## config.mk

```make
export PLATFORM = sky130hd
export DESIGN_NAME = edge_event_arbiter
export DESIGN_NICKNAME = d
export VERILOG_FILES = /design/src/rtl/edge_event_arbiter_pkg.sv /design/src/rtl/edge_event_arbiter_rr_picker.sv /design/src/rtl/edge_event_arbiter.sv
export SDC_FILE = /design/constraint.sdc
export NUM_CORES = 1
export LEC_CHECK = 0
export BUFFER_PORTS_ARGS = -buffer_cell sky130_fd_sc_hd__buf_2
export CORE_ASPECT_RATIO = 1.1
export CORE_MARGIN = 5
export CORE_UTILIZATION = 49
export CTS_CLUSTER_DIAMETER = 80
export CTS_CLUSTER_SIZE = 30
export DETAILED_ROUTE_END_ITERATION = 10
export PLACE_DENSITY_LB_ADDON = 0.12
export RECOVER_POWER = 100
export SLEW_MARGIN = 40
export SYNTH_ARGS = -nofsm -noshare
export SYNTH_HDL_FRONTEND = slang
export SYNTH_HIERARCHICAL = 1
export SYNTH_SLANG_ARGS = --single-unit
export TNS_END_PERCENT = 20
```

## constraint.sdc

```tcl
create_clock -name i_clk -period 3.9 [get_ports i_clk]
set_input_delay 0.39 -clock i_clk [delete_from_list [all_inputs] [get_ports i_clk]]
set_output_delay 0.39 -clock i_clk [all_outputs]
set_load 0.05 [all_outputs]
```

## src/rtl/edge_event_arbiter_pkg.sv

```systemverilog
// Shared types and helpers for the edge event arbiter.
package edge_event_arbiter_pkg;

    // Arbiter FSM: IDLE picks the next pending channel, PRESENT holds it until accepted.
    typedef enum logic {
        StIdle    = 1'b0,
        StPresent = 1'b1
    } arb_state_e;

    // Ceiling log2 for sizing the channel index; callers guarantee value >= 2.
    function automatic int unsigned clog2(input int unsigned value);
        int unsigned result;
        int unsigned v;
        result = 0;
        v      = value - 1;
        while (v > 0) begin
            result = result + 1;
            v      = v >> 1;
        end
        return result;
    endfunction

endpackage

```

## src/rtl/edge_event_arbiter_rr_picker.sv

```systemverilog
// Combinational rotate-priority picker: first set request after 'last', wrapping.
module edge_event_arbiter_rr_picker #(
    parameter int unsigned WIDTH = 8,
    parameter int unsigned IDX_W = 3
) (
    input  logic [WIDTH-1:0] req,
    input  logic [IDX_W-1:0] last,
    output logic [IDX_W-1:0] pick,
    output logic             found
);

    int unsigned cand;

    // Walk the channels starting one past the last grant; the first request wins.
    always_comb begin
        pick  = '0;
        found = 1'b0;
        cand  = 0;
        for (int unsigned d = 1; d <= WIDTH; d++) begin
            cand = (32'(last) + d) % WIDTH;
            if (!found && req[cand]) begin
                found = 1'b1;
                pick  = IDX_W'(cand);
            end
        end
    end

endmodule

```

## src/rtl/edge_event_arbiter.sv

```systemverilog
// Edge-capturing event arbiter: latches per-channel edges as pending events and
// serialises them round-robin over valid/ready. Optional per-event timestamps are
// enabled by defining EDGE_EVENT_TIMESTAMP_EN.
module edge_event_arbiter
    import edge_event_arbiter_pkg::*;
#(
    parameter int unsigned WIDTH         = 8,
    parameter logic        RISE_DETECTOR = 1'b1,
    parameter int unsigned TS_W          = 16,
    localparam int unsigned IDX_W        = clog2(WIDTH)
) (
    input  logic             i_clk,
    input  logic             i_rst,
    input  logic [WIDTH-1:0] iv_input,
    input  logic [WIDTH-1:0] iv_enable,
    output logic [IDX_W-1:0] ov_index,
    output logic             o_valid,
    input  logic             i_ready,
    output logic [WIDTH-1:0] ov_pending,
`ifdef EDGE_EVENT_TIMESTAMP_EN
    output logic [TS_W-1:0]  ov_timestamp,
`endif
    output logic [WIDTH-1:0] ov_overflow,
    input  logic             i_clear_overflow
);

    arb_state_e       state_q, state_d;
    logic [WIDTH-1:0] prev_q;
    logic [WIDTH-1:0] pending_q, pending_d;
    logic [WIDTH-1:0] overflow_q, overflow_d;
    logic [IDX_W-1:0] index_q, index_d;
    logic [IDX_W-1:0] last_q, last_d;
    logic             valid_q, valid_d;

    logic [WIDTH-1:0] edge_vec;
    logic [WIDTH-1:0] capture;
    logic [WIDTH-1:0] accept_vec;
    logic [WIDTH-1:0] held;
    logic             xfer;
    logic [IDX_W-1:0] pick;
    logic             found;

    assign edge_vec = RISE_DETECTOR ? (~prev_q & iv_input) : (prev_q & ~iv_input);
    assign capture  = edge_vec & iv_enable;
    assign xfer     = valid_q & i_ready;

    // One-hot of the channel being accepted this cycle (zero when no transfer).
    always_comb begin
        accept_vec = '0;
        if (xfer) begin
            accept_vec[index_q] = 1'b1;
        end
    end

    // A pending bit that survives this cycle; a capture on top of it is an overflow,
    // while a capture on the channel being accepted is simply a fresh event.
    assign held       = pending_q & ~accept_vec;
    assign pending_d  = held | capture;
    assign overflow_d = (i_clear_overflow ? '0 : overflow_q) | (capture & held);

    edge_event_arbiter_rr_picker #(
        .WIDTH (WIDTH),
        .IDX_W (IDX_W)
    ) u_rr_picker (
        .req   (pending_q),
        .last  (last_q),
        .pick  (pick),
        .found (found)
    );

    // FSM next state: present a picked channel, then hold it until the consumer accepts.
    always_comb begin
        state_d = state_q;
        valid_d = valid_q;
        index_d = index_q;
        last_d  = last_q;
        unique case (state_q)
            StIdle: begin
                if (found) begin
                    index_d = pick;
                    valid_d = 1'b1;
                    state_d = StPresent;
                end
            end
            StPresent: begin
                if (i_ready) begin
                    valid_d = 1'b0;
                    last_d  = index_q;
                    state_d = StIdle;
                end
            end
            default: state_d = StIdle;
        endcase
    end

    // State registers; prev resets to the active level so a held input gives no event.
    always_ff @(posedge i_clk or posedge i_rst) begin
        if (i_rst) begin
            state_q    <= StIdle;
            prev_q     <= {WIDTH{RISE_DETECTOR}};
            pending_q  <= '0;
            overflow_q <= '0;
            index_q    <= '0;
            last_q     <= IDX_W'(WIDTH - 1);
            valid_q    <= 1'b0;
        end else begin
            state_q    <= state_d;
            prev_q     <= iv_input;
            pending_q  <= pending_d;
            overflow_q <= overflow_d;
            index_q    <= index_d;
            last_q     <= last_d;
            valid_q    <= valid_d;
        end
    end

    assign ov_index    = index_q;
    assign o_valid     = valid_q;
    assign ov_pending  = pending_q;
    assign ov_overflow = overflow_q;

`ifdef EDGE_EVENT_TIMESTAMP_EN
    logic [TS_W-1:0] ts_count_q;
    logic [TS_W-1:0] stamp_q [WIDTH];
    logic [TS_W-1:0] timestamp_q;

    // Free-running counter, stamps taken when a pending bit is (re)set, and the
    // presented stamp loaded alongside the index.
    always_ff @(posedge i_clk or posedge i_rst) begin
        if (i_rst) begin
            ts_count_q  <= '0;
            timestamp_q <= '0;
            for (int k = 0; k < int'(WIDTH); k++) begin
                stamp_q[k] <= '0;
            end
        end else begin
            ts_count_q <= ts_count_q + TS_W'(1);
            for (int k = 0; k < int'(WIDTH); k++) begin
                if (capture[k] && !held[k]) begin
                    stamp_q[k] <= ts_count_q;
                end
            end
            if (state_q == StIdle && found) begin
                timestamp_q <= stamp_q[pick];
            end
        end
    end

    assign ov_timestamp = timestamp_q;
`endif

endmodule

```

## After elaboration in Yosys (flattened, before gate mapping)

Index checks and enable logic that the tools add are counted.
Widths: inputs -> output; s select.

| operators by class | value |
|---|---|
| add/subtract/negate cells | 8 |
| $lt $le $gt $ge | 10 |
| eq/ne operators | 2 |
| multiplexer cells | 42 |
| bitwise logic cells | 10 |
| reduce and logical (&&, ||, !) cells | 18 |

Operators by type and width:

| operator | number |
|---|---|
| $lt 3x4->1 const B | 9 |
| $and 8x8->8 | 4 |
| $bmux 1 s3 | 8 |
| $mux 3 | 8 |
| $mux 1 | 21 |
| $mux 8 | 2 |
| $not 8->8 | 2 |
| $or 8x8->8 | 2 |
| $add 3x3->3 const B | 4 |
| $logic_and 1x1->1 | 8 |
| $logic_not 1->1 | 7 |
| $add 3x1->3 const B | 2 |
| $add 3x2->3 const B | 2 |
| $reduce_and 2->1 | 3 |
| $ne 2x2->1 const B | 2 |
| $pmux 1 s2 | 2 |
| $demux 1 s3 | 1 |
| $ge 3x1->1 const B | 1 |
| $and 1x1->1 | 1 |
| $not 1->1 | 1 |

| storage, ports and cells | value |
|---|---|
| bits in registers | 32 |
| input bits | 20 |
| output and inout bits | 20 |
| logic and storage cells | 97 |

## Depth between registers and ports, before layout

| depth | value |
|---|---|
| word-level depth | 27 |
| mapped depth | 13 |
| depth with buffers taken out | 9 |

## Cells and area by module

Netlist, hierarchy kept.

By module, submodules not included:

| module | instances | cells an instance | area each (um2) |
|---|---|---|---|
| edge_event_arbiter | 1 | 90 | 1174.9 |
| edge_event_arbiter_rr_picker | 1 | 93 | 785.8 |

## Worst setup path before layout

Ideal clock, no wire load.

| timing path | value |
|---|---|
| path kind | reg2reg |
| start point | register last_q[1] |
| end point | register index_q[0] (netlist: ov_index[0]) |
| data arrival time | 3.751 ns |
| required time | 3.775 ns |
| path slack | 0.025 ns |
| stages on the path, launching flop included | 14 |
| buffers on the path | 4 |
| clock period less this slack | 3.875 ns |
| cells stage by stage | dfstp_2 clkbuf_1 clkbuf_1 inv_1 ha_1 clkbuf_1 mux4_1 mux2_4 or4_1 buf_2 nor3_2 nand2_1 nor2b_2 mux2_2 |

| on the way | value |
|---|---|
| cells in the longest elaborated chain, start to end | 26 |
| elaborated cells between the ends (all ways) | 55 |

RTL lines:

| item | line | source |
|---|---|---|
| start, declared | edge_event_arbiter.sv:32 | `logic [IDX_W-1:0] last_q, last_d;` |
| start signal, assigned | edge_event_arbiter.sv:104 | `last_q <= IDX_W'(WIDTH - 1);` |
| start signal, assigned | edge_event_arbiter.sv:112 | `last_q <= last_d;` |
| $add 3x1->3 | edge_event_arbiter_rr_picker.sv:20 | `cand = (32'(last) + d) % WIDTH;` |
| $bmux 1 s3 | edge_event_arbiter_rr_picker.sv:21 | `if (!found && req[cand]) begin` |
| $mux 1 (not written as such) | edge_event_arbiter_rr_picker.sv:21 |  |
| $mux 1 | edge_event_arbiter_rr_picker.sv:21 |  |
| $logic_not 1->1 | edge_event_arbiter_rr_picker.sv:21 |  |
| $logic_and 1x1->1 | edge_event_arbiter_rr_picker.sv:21 |  |
| $mux 1 | edge_event_arbiter_rr_picker.sv:21 |  |
| $logic_not 1->1 | edge_event_arbiter_rr_picker.sv:21 |  |
| [... 11 more ...] | n/a |  |
| $logic_not 1->1 | edge_event_arbiter_rr_picker.sv:21 |  |
| $logic_and 1x1->1 | edge_event_arbiter_rr_picker.sv:21 |  |
| $mux 1 | edge_event_arbiter_rr_picker.sv:21 |  |
| $logic_not 1->1 | edge_event_arbiter_rr_picker.sv:21 |  |
| $logic_and 1x1->1 | edge_event_arbiter_rr_picker.sv:21 |  |
| $mux 1 * | edge_event_arbiter_rr_picker.sv:21 |  |
| net found | edge_event_arbiter.sv:41 | `logic found;` |
| $reduce_and 2->1 (no source line) * | n/a |  |
| end signal, assigned | edge_event_arbiter.sv:111 | `index_q <= index_d;` |
| end, declared | edge_event_arbiter.sv:31 | `logic [IDX_W-1:0] index_q, index_d;` |

The timed path passes the listed nets; every way through them passes the cells marked *. The select of a mux whose other input is x is not followed.
A chain may end at the register's enable or synchronous reset.

## Final worst setup path

| timing path | value |
|---|---|
| start point | register last_q[0] |
| end point | register index_q[0] (netlist: ov_index[0]) |

The elaborated chain is that of the path after synthesis.

==> metrics <==
crit-path leading delay family simple AND/OR/NAND/NOR gates; crit-path cells inv_1, ha_1, mux4_1, mux2_2, or4_1, nor3_1, nand2_1, nor2b_2, mux2_2; CP max stage cell dfstp_2; clock slew at reported path FFs around 0.07 ns; CTS sink cnt 32; Hold Vio Cnt, Final 0; syn avg cell area ~11 sq um; FMAX 278 MHz; headroom to the max-slew limit 22.4%; Worst Tran Pin Value around 1.2 ns; crit end category flop; final cell count without fillers 276; RSZ-0062 raised after global routing no; Mapped Cells 183; antenna violations before repair 0; Max clock buf depth 2; final period demand of the worst path roughly 3.6 ns; CTS tree yes; post-route ant nets 0; Starting Density about half; top-level I/O count 40; largest net degree at the start of global routing 33; WL/cell approximately 16 microns; asr flop ratio synth 100%; Detailed Route WL 4.48 mm; Worst Skew around 0.0049 ns; postcts setup bufs 0; first-pass GRT wire length about 7.6 mm; layout cell share with drive strength beyond 1 about a fifth; status complete, no violations; Iter 0 DRT Violations 87; IO Port Bufs 39; vias per inst ~5.7; DRT Pass-1 Iters 4; # rows 24; CP arrival ~3.8 ns; final net count about 250; Setup Total Neg Slack 0 ns; CP Max Fanout 10; Crit path buffers/inverters 1; Synth Cell Area 1960 sq um; Yosys warnings 6; Resized cells post-CTS 0; CTS hold repair buffers 0; DPL Wire Length approximately 3.5 mm; dpl cells 268; fin crit share between 90% and 100%; Max stage delay on crit path ~0.64 ns; # DRC 0; most common flop cell mapped by yosys dfrtp_1; H-tree Lvls 2; Area Overhead vs Synth 14.6%; Die Span X between 70 and 80 microns; worst-skew pair later-pin latency 0.28 ns; Die Ht between 70 and 80 microns; Fillers roughly 370; GRT Overall Usage 17.6%; number of global-route vias before repair 1615; core area just under 4000 sq um; distinct cell type count after synthesis 46; total gr overflow 0; Die ar. around 5400 sq um; Setup violations, final 0; CTS root buf clkbuf_8; CTS Buf Count 5; Net Count, Synth about 210; Hold WC Path Type primary input to flop; register bit count reported by yosys 32; number of diodes 0; GP Congestion 0.880; post-synthesis sequential area ratio about 42%; Startpoint Class flop; number of enable flip-flop cells after synthesis 0; Max-Cap Viols 0; total number of vias 1572; pins over their slew limit 0; most frequent CP cell mux2_2; WP data required 4.06 ns; crit path kind flop to flop
[synthesized netlist by cell type, types with 3 or more instances]
cell	number	share of area, %
a21o_1	3	1.1
a21oi_1	9	2.3
a31oi_1	3	0.96
clkbuf_1	3	0.57
dfrtp_1	21	27
dfstp_2	11	15
inv_1	13	2.5
mux2_1	5	2.9
mux2_2	8	4.6
mux2i_1	6	3.1
mux4_1	5	6.7
nand2_1	17	3.3
nand2b_1	4	1.3
nand3_1	3	0.77
nand3b_1	9	3.4
nor2_1	7	1.3
o21ai_0	7	1.8
o22ai_1	9	2.9
[layer usage]
metal	share of wire (%)	vias to the layer above	track usage, %
met5	0	-	0
met4	1.1	0	6.90
met3	3.6	5	3.56
met2	50	28	29.5
met1	45	777	22.0
li1	-	762	-
[final timing paths]
check	cells after the start	end	slack, ns	startpoint
worst max-delay path	9	ov_index[0]	0.31	last_q[0]
worst min-delay path	1	prev_q[6]	0.20	iv_input[6]
worst max register to register	9	ov_index[0]	0.31	last_q[0]
worst min register to register	2	ov_overflow[3]	0.54	ov_overflow[3]
max in group asynchronous	2	ov_index[2]	2.80	i_rst
min in group asynchronous	2	ov_overflow[6]	0.41	i_rst
[placed cells by master (no fill, tap or decap), drive strengths merged, types with 4 or more instances in the layout]
cell,n
a21oi,9
buf,16
clkbuf,31
dfrtp,21
dfstp,11
inv,13
mux2,15
mux2i,6
mux4,7
nand2,17
nand2b,4
nand3b,9
nor2,7
o21ai,9
o22ai,9
[worst register-to-register path: stages (launching register included)]
cell and delay (ns):
dfstp_2 0.64, inv_1 0.09, ha_1 0.50, mux4_1 0.46, mux2_2 0.35, or4_1 0.60
nor3_1 0.29, nand2_1 0.08, nor2b_2 0.19, mux2_2 0.28
[flip-flops by register name (all words and copies together) (netlist names)]
name         flops
state_q          1
prev_q           8
o_valid          1
last_q           3
ov_overflow      8
ov_pending       8
ov_index         3
[stage by stage]
stage / hold WS, ns / cell area (sq um) / setup slack (ns) / utilization, %
detailed placement: 0.507 / 2190 / 0.360 / 56.0
global route: 0.184 / 2250 / 0.157 / 57.6
CTS: 0.196 / 2290 / 0.340 / 58.8
global placement: 0.506 / 2190 / 0.459 / 56.0
floorplan: 0.394 / 1960 / 0.0246 / -
finish: 0.195 / 2250 / 0.308 / 57.6
[layout make-up]
class                      count  area [sq um]  area share (%)
sequential                    32           815            36.2
inverter                      13          48.8            2.17
tap                           52          65.1            2.90
clock buffer                   6          72.6            3.23
timing repair buffer          41           179            7.96
clock inverter                 2          35.0            1.56
multi-input combinational    130          1030            45.9
[cell families (layout without fill, tap and decap cells)]
logic type | count (synthesis) | in the layout | share of synthesized area, %
buf+inv | 21 | 62 | 5.04
mux | 28 | 28 | 21.1
compound gates | 48 | 48 | 16.3
flops | 32 | 32 | 41.5
simple gates | 49 | 49 | 13.4
xor+xnor | 3 | 3 | 1.34
fa+ha+maj | 2 | 2 | 1.28
Power is left out: the tool's default activity adds up to more than one toggle a clock period on the data nets, which glitch-free logic cannot reach.
